### src/rtl/aer_fifo_reader.sv
// Read-side consumer for the FWFT event FIFO: pops DWIDTH-bit AER words and
// serializes each into BEATS OWIDTH-bit beats on a valid/ready stream.
module aer_fifo_reader #(
    parameter int DWIDTH = 64,
    parameter int OWIDTH = 16,
    parameter int DEPTH  = 64,
    localparam int AWIDTH = $clog2(DEPTH),
    localparam int BEATS  = DWIDTH / OWIDTH
) (
    input  logic              clk,
    input  logic              rst,
    input  logic              start,
    input  logic [7:0]        burst_len,
    input  logic              abort,
    input  logic              fifo_empty,
    input  logic [AWIDTH:0]   fifo_numel,
    input  logic [DWIDTH-1:0] fifo_rdata,
    output logic              fifo_rd_en,
    output logic              out_valid,
    input  logic              out_ready,
    output logic [OWIDTH-1:0] out_data,
    output logic              out_last,
    output logic              busy,
    output logic              done,
    output logic [15:0]       words_sent
);

    localparam int BCW = (BEATS > 1) ? $clog2(BEATS) : 1;
    localparam logic [BCW-1:0] LAST_BEAT = BCW'(BEATS - 1);

    typedef enum logic [1:0] {IDLE, LOAD, SEND, DONE} state_t;

    state_t            state;
    logic [8:0]        remaining;
    logic [BCW-1:0]    beat_cnt;
    logic [DWIDTH-1:0] shreg;

    logic [8:0] start_len;
    logic       last_hs;
    logic       more;

    always_comb begin
        start_len = (burst_len == 8'd0) ? 9'(fifo_numel) : {1'b0, burst_len};
        last_hs   = (state == SEND) && out_ready && (beat_cnt == LAST_BEAT);
        more      = remaining > 9'd1;
    end

    // Pop either from LOAD or on the final beat of a word (no-bubble reload);
    // abort suppresses any pop in its cycle.
    assign fifo_rd_en = !abort && !fifo_empty &&
                        ((state == LOAD) || (last_hs && more));

    assign out_valid = (state == SEND);
    assign out_data  = shreg[OWIDTH-1:0];
    assign out_last  = (state == SEND) && (beat_cnt == LAST_BEAT) && (remaining == 9'd1);
    assign busy      = (state != IDLE);
    assign done      = (state == DONE);

    always_ff @(posedge clk) begin
        if (rst) begin
            state      <= IDLE;
            remaining  <= '0;
            beat_cnt   <= '0;
            shreg      <= '0;
            words_sent <= '0;
        end else begin
            unique case (state)
                IDLE: begin
                    if (start) begin
                        remaining <= start_len;
                        state     <= (start_len == 9'd0) ? DONE : LOAD;
                    end
                end
                LOAD: begin
                    if (abort) begin
                        state <= DONE;
                    end else if (fifo_rd_en) begin
                        shreg    <= fifo_rdata;
                        beat_cnt <= '0;
                        state    <= SEND;
                    end
                end
                SEND: begin
                    if (abort) begin
                        state <= DONE;
                    end else if (out_ready) begin
                        if (beat_cnt != LAST_BEAT) begin
                            shreg    <= shreg >> OWIDTH;
                            beat_cnt <= beat_cnt + 1'b1;
                        end else begin
                            remaining  <= remaining - 9'd1;
                            words_sent <= words_sent + 16'd1;
                            if (fifo_rd_en) begin
                                shreg    <= fifo_rdata;
                                beat_cnt <= '0;
                            end else if (more) begin
                                state <= LOAD;
                            end else begin
                                state <= DONE;
                            end
                        end
                    end
                end
                DONE: begin
                    state <= IDLE;
                end
                default: begin
                    state <= IDLE;
                end
            endcase
        end
    end

endmodule

### config.mk
export PLATFORM = sky130hd
export DESIGN_NAME = aer_fifo_reader
export DESIGN_NICKNAME = d
export VERILOG_FILES = /design/src/rtl/aer_fifo_reader.sv
export SDC_FILE = /design/constraint.sdc
export NUM_CORES = 1
export LEC_CHECK = 0
export ABC_AREA = 0
export CAP_MARGIN = 20
export CORE_UTILIZATION = 52
export DETAILED_ROUTE_END_ITERATION = 16
export GPL_ROUTABILITY_DRIVEN = 0
export HOLD_SLACK_MARGIN = 0.12
export PLACE_DENSITY = 0.84
export SLEW_MARGIN = 20
export SYNTH_ARGS = -nofsm -noshare
export SYNTH_HDL_FRONTEND = slang
export SYNTH_SLANG_ARGS = --single-unit
export TNS_END_PERCENT = 50
### constraint.sdc
create_clock -name clk -period 3.44 [get_ports clk]
set_clock_uncertainty 0.05 [all_clocks]
set_input_delay 0.344 -clock clk [delete_from_list [all_inputs] [get_ports clk]]
set_output_delay 0.344 -clock clk [all_outputs]
set_load 0.05 [all_outputs]
After elaboration in Yosys (flattened, before gate mapping):

Cells that the tools add are included.
W data, S select, Z words.

* add/subtract/negate cells: 3
* $mul: 0
* divide/modulo/power cells: 0
* order comparisons: 1
* eq/ne operators: 15
* shift-type cells: 0
* mux-type cells: 28
* bitwise gates (word level): 2
* reductions and logical operators: 20

Operators with widths (number)
* $mux W64: 5
* $pmux W64 S2: 1
* $mux W9: 4
* $mux W2: 14
* $pmux W9 S2: 1
* $add A16 B1 Y16 const B: 1
* $ne A2 B2 Y1 const B: 5
* $reduce_and A5 Y1: 2
* $eq A9 B1 Y1 const B: 1
* $gt A9 B1 Y1 const B: 1
* $logic_not A9 Y1: 1
* $ne A3 B3 Y1 const B: 3
* $sub A9 B1 Y9 const B: 1
* $logic_not A8 Y1: 1
* $mux W8: 1
* $pmux W2 S4: 1
* $reduce_and A4 Y1: 2
* $logic_and A1 B1 Y1: 7
* $eq A2 B2 Y1 const B: 3
* $reduce_bool A2 Y1: 3
* $pmux W2 S2: 1
* $ne A3 B2 Y1 const B: 1
* $add A2 B1 Y2 const B: 1
* $eq A2 B1 Y1 const B: 1
* 5 further kinds: 7

* flip-flop bits (word level): 93
* latch bits: 0
* bits in writable memories: 0
* ROM bits: 0
* input bits: 85
* logic and storage cells: 74
* memories kept: 0

Depth between registers and ports, before layout:

* word-level depth: 11
* mapped depth: 8

Least setup slack after synthesis:

No wires, ideal clock.

* path type: register -> output
* from: reg remaining[2]
* to: out out_last
* arrival time: 2.466 ns
* data required time: 3.046 ns
* path slack: 0.580 ns
* stages on the path, launching flop included: 3
* path buffers: 0
* cell sequence: dfxtp_1 -> or4_4 -> nor4_1

* cells in the longest elaborated chain, start to end: 2

Ends and longest elaborated chain
* start: declaration: line 34 `logic [8:0] remaining;`
* start signal: assignment: line 70 `remaining <= start_len;`
* start signal: assignment: line 91 `remaining <= remaining - 9'd1;`
* $eq A9 B1 Y1: line 55 `assign out_last = (state == SEND) && (beat_cnt == LAST_BEAT) && (remaining == 9'd1);`
* $logic_and A1 B1 Y1: line 55
* end: declaration: line 22 `output logic out_last,`

No other way between the ends.

Final worst setup path:

* from: reg state[1]
* to: out out_valid

* cells in the longest elaborated chain, start to end: 1

Ends and longest elaborated chain
* start: declaration: line 33 `state_t state;`
* start signal: assignment: line 71 `state <= (start_len == 9'd0) ? DONE : LOAD;`
* $eq A2 B2 Y1: line 53 `assign out_valid = (state == SEND);`
* end: declaration: line 19 `output logic out_valid,`

No other way between the ends.

==> results.md <==
* Worst-margin pin slew at 0.878 ns
* Rows at 33
* Core ar. at 0.00822 sq mm
* Final hold vios at 0
* Sw frac at 0.291
* Root buffer cell: clkbuf_8
* Num CTS Buffers at 9
* Cell Chain, Critical Path: nand2b_1 > inv_1 > clkdlybuf4s50_1
* Drt pass-1 iters at 5
* Adder-Cell Fraction of Synth Area at 0.0113
* Critical path's top delay family: buffers and inverters
* Number of routed nets with antenna violations at 0
* Final WL at 10.7 mm
* Full die area at 0.00887 sq mm
* DR WL/cell at 15.9 microns
* Multiplexer area fraction after synthesis at 0
* Synth unique cells at 54
* Hold depth at 2
* First-pass GRT wire length at 17.2 mm
* Syn_nets at 566
* Post-synth top area share at 0.421
* Share of power burned in the clock network at 0.313
* Post-synthesis xor/xnor area fraction at 0.0139
* Mapped cell area at 0.00442 sq mm
* Compound-Gate Fraction of Synth Area at 0.255
* RSZ-0062 raised after global routing: no
* Combinational share of power at 0.174
* Largest family of logic cells by synthesized area: compound AO/OA/AOI/OAI gates
* Outcome: finished clean
* VDD IR max at 0.227 mV
* Syn-to-layout area delta at 30.0%
* CTS Sinks at 93
* Max clock buf depth at 2
* CP Launch Type: register
* CP required at 3.05 ns
* GRT overflow at 0
* Hold Buf Count CTS at 0
* Post-synthesis cell count at 477
* CTS H-tree depth at 3
* Hold_ws at 0.438 ns
* Yosys reg bits at 93
* Diode count at 0
* IO Pins at 122
* Crit Path Category: register to primary output
* Initial antenna violation count at 0
* Max Clk Rate at 329 MHz
* TritonCTS clock tree: built
* CP peak stage delay at 0.88 ns
* Slew headroom at 0.409
* Leading area contributor after synthesis: dfxtp_1
* GRT Util Overall at 0.245
* CP Max Fanout at 15
* Max-cap violations at 0
* DRC errors left at 0
* Worst hold path class: register to register
* Vias after detailed routing at 3,972
* Lkg Pwr at 2.06 nW
* Setup_tns at 0 ns
* Internal power at 1.58 mW
* Sequential share of power at 0.513
* Vias in the first global route at 3,547
* Hpwl dp at 7.64 mm
* Sequential area share after synthesis at 0.421
* Fin crit period at 3.04 ns
* Synthesized area per cell at 9.27 sq um
* Die height at 94.2 microns
* Top_reg_cell synth: dfxtp_1
* Die width at 94.2 microns
* Clock Pin Slew Worst Setup and Hold Paths at 0.10 ns
* Layout cells sized above 1 at 0.0629
* Synth top area cells: dfxtp_1 (42%), a221o_1 (11%), and2_1 (7.1%)
* Final setup vio count at 0
* Slew Viols, Final at 0
* Synth warn at 0
* Final Cycle Share at 0.885
* Synth top cells by count: dfxtp_1 (93), and2_1 (50), a221o_1 (49), o21ai_0 (26), clkbuf_1 (24)
* CP max stage cell: clkdlybuf4s50_1
* Clock latency on the worst-skew pair at 0.36 ns
* Critical path buffers and inverters at 2
* Worst R2R Path Depth at 6
* Total Nets Final at 656
* Total power at 2.23 mW
* Sw power at 651 uW
* Vias per cell at 5.87
* Final core utilization at 0.700
* Post-CTS Setup Inserts at 0
* Instance count on the critical path at 3
* Initial Utilization at 0.538
* PortBufs at 121
* Initial DRC Count at 254
* Post-CTS Resized at 0
* Largest net degree at the start of global routing at 50
* Arr. time, crit path at 2.65 ns
* CP endpoint kind: primary output
* Most common cell in the synthesized netlist: dfxtp_1
* Power Dens Cells at 389 mW/mm^2
* Number of enable flip-flop cells after synthesis at 0
* Fraction of the mapped netlist area in simple logic gates at 0.225
* Synth async-reset ratio at 0
-- worst register-to-register path, stage by stage (launching register included) --
cell and delay (ns):
dfxtp_1 0.39, or4_4 0.61, nor4_4 0.26, buf_4 0.27, nor3_4 0.04, buf_4 0.29, a221o_1 0.43
-- cell usage in the layout (no fill, tap or decap), types with 3 or more instances in the layout --
cell type	netlist	routed
clkdlybuf4s50_1	0	120
dfxtp_1	93	93
and2_1	50	50
a221o_1	49	49
o21ai_0	26	26
a21oi_1	23	23
nor2_1	19	19
nand2b_1	19	19
o211ai_1	16	16
nand2_1	13	13
inv_1	10	10
buf_4	18	10
clkbuf_8	0	9
or3_1	8	8
nor4_1	8	8
nor3_1	8	7
nand3_1	7	7
a311oi_1	6	6
or4_1	6	6
nand4b_1	5	5
o31ai_1	5	5
xnor2_1	5	5
a31oi_1	4	4
ha_1	4	4
a21o_1	3	3
nand3b_1	3	3
nand4_1	3	3
-- area by class of cell --
type | instances | area [sq um]
sequential | 93 | 1860
clock buffer | 9 | 124
clock inverter | 7 | 67.6
fill | 648 | 2470
multi-input combinational | 323 | 2250
tap | 105 | 131
inverter | 10 | 37.5
timing repair buffer | 130 | 1280
-- sequential cells by signal, indices dropped and copies added (netlist names) --
| name | count |
|---|---|
| beat_cnt | 2 |
| remaining | 9 |
| shreg | 64 |
| state | 2 |
| words_sent | 16 |
-- through the flow --
stage | worst slack, ns | cells | instance area, sq um
global placement | 0.816 | 661 | 5560
global route | 0.221 | 677 | 5750
detailed placement | 0.777 | 661 | 5560
CTS | 0.433 | 677 | 5750
finish | 0.396 | 677 | 5750
floorplan | 0.580 | 477 | 4420
-- layer usage --
| layer | routed length [microns] | GRT usage | part of all wire |
|---|---|---|---|
| met4 | 131 | 0.0859 | 0.012 |
| met3 | 515 | 0.0356 | 0.048 |
| met1 | 4970 | 0.333 | 0.46 |
| met2 | 5130 | 0.394 | 0.48 |
| met5 | 0 | 0 | 0 |
-- power groups by stage --
| stage | Clock [mW] | Combinational, mW | Sequential, mW |
|---|---|---|---|
| final | 0.699 | 0.389 | 1.15 |
| after global routing | 0.756 | 0.420 | 1.15 |
| after CTS | 0.716 | 0.388 | 1.15 |
| after detailed placement | 0 | 0.385 | 1.17 |
| after global placement | 0 | 0.379 | 1.17 |
| after floorplan | 0 | 0.232 | 1.16 |
-- cell families after synthesis --
logic type      count (synthesis)
simple gates                  164
buf+inv                        61
flops                          93
xor+xnor                        7
compound gates                148
fa+ha+maj                       4
-- final timing paths --
kind / slack, ns / from / to
setup / recovery: 0.40 / state[1] / out_valid
hold / removal: 0.44 / words_sent[15] / words_sent[15]
setup reg to reg: 1.00 / remaining[2] / shreg[13]
hold reg to reg: 0.44 / words_sent[15] / words_sent[15]
Power figures use the tool's default switching activity.
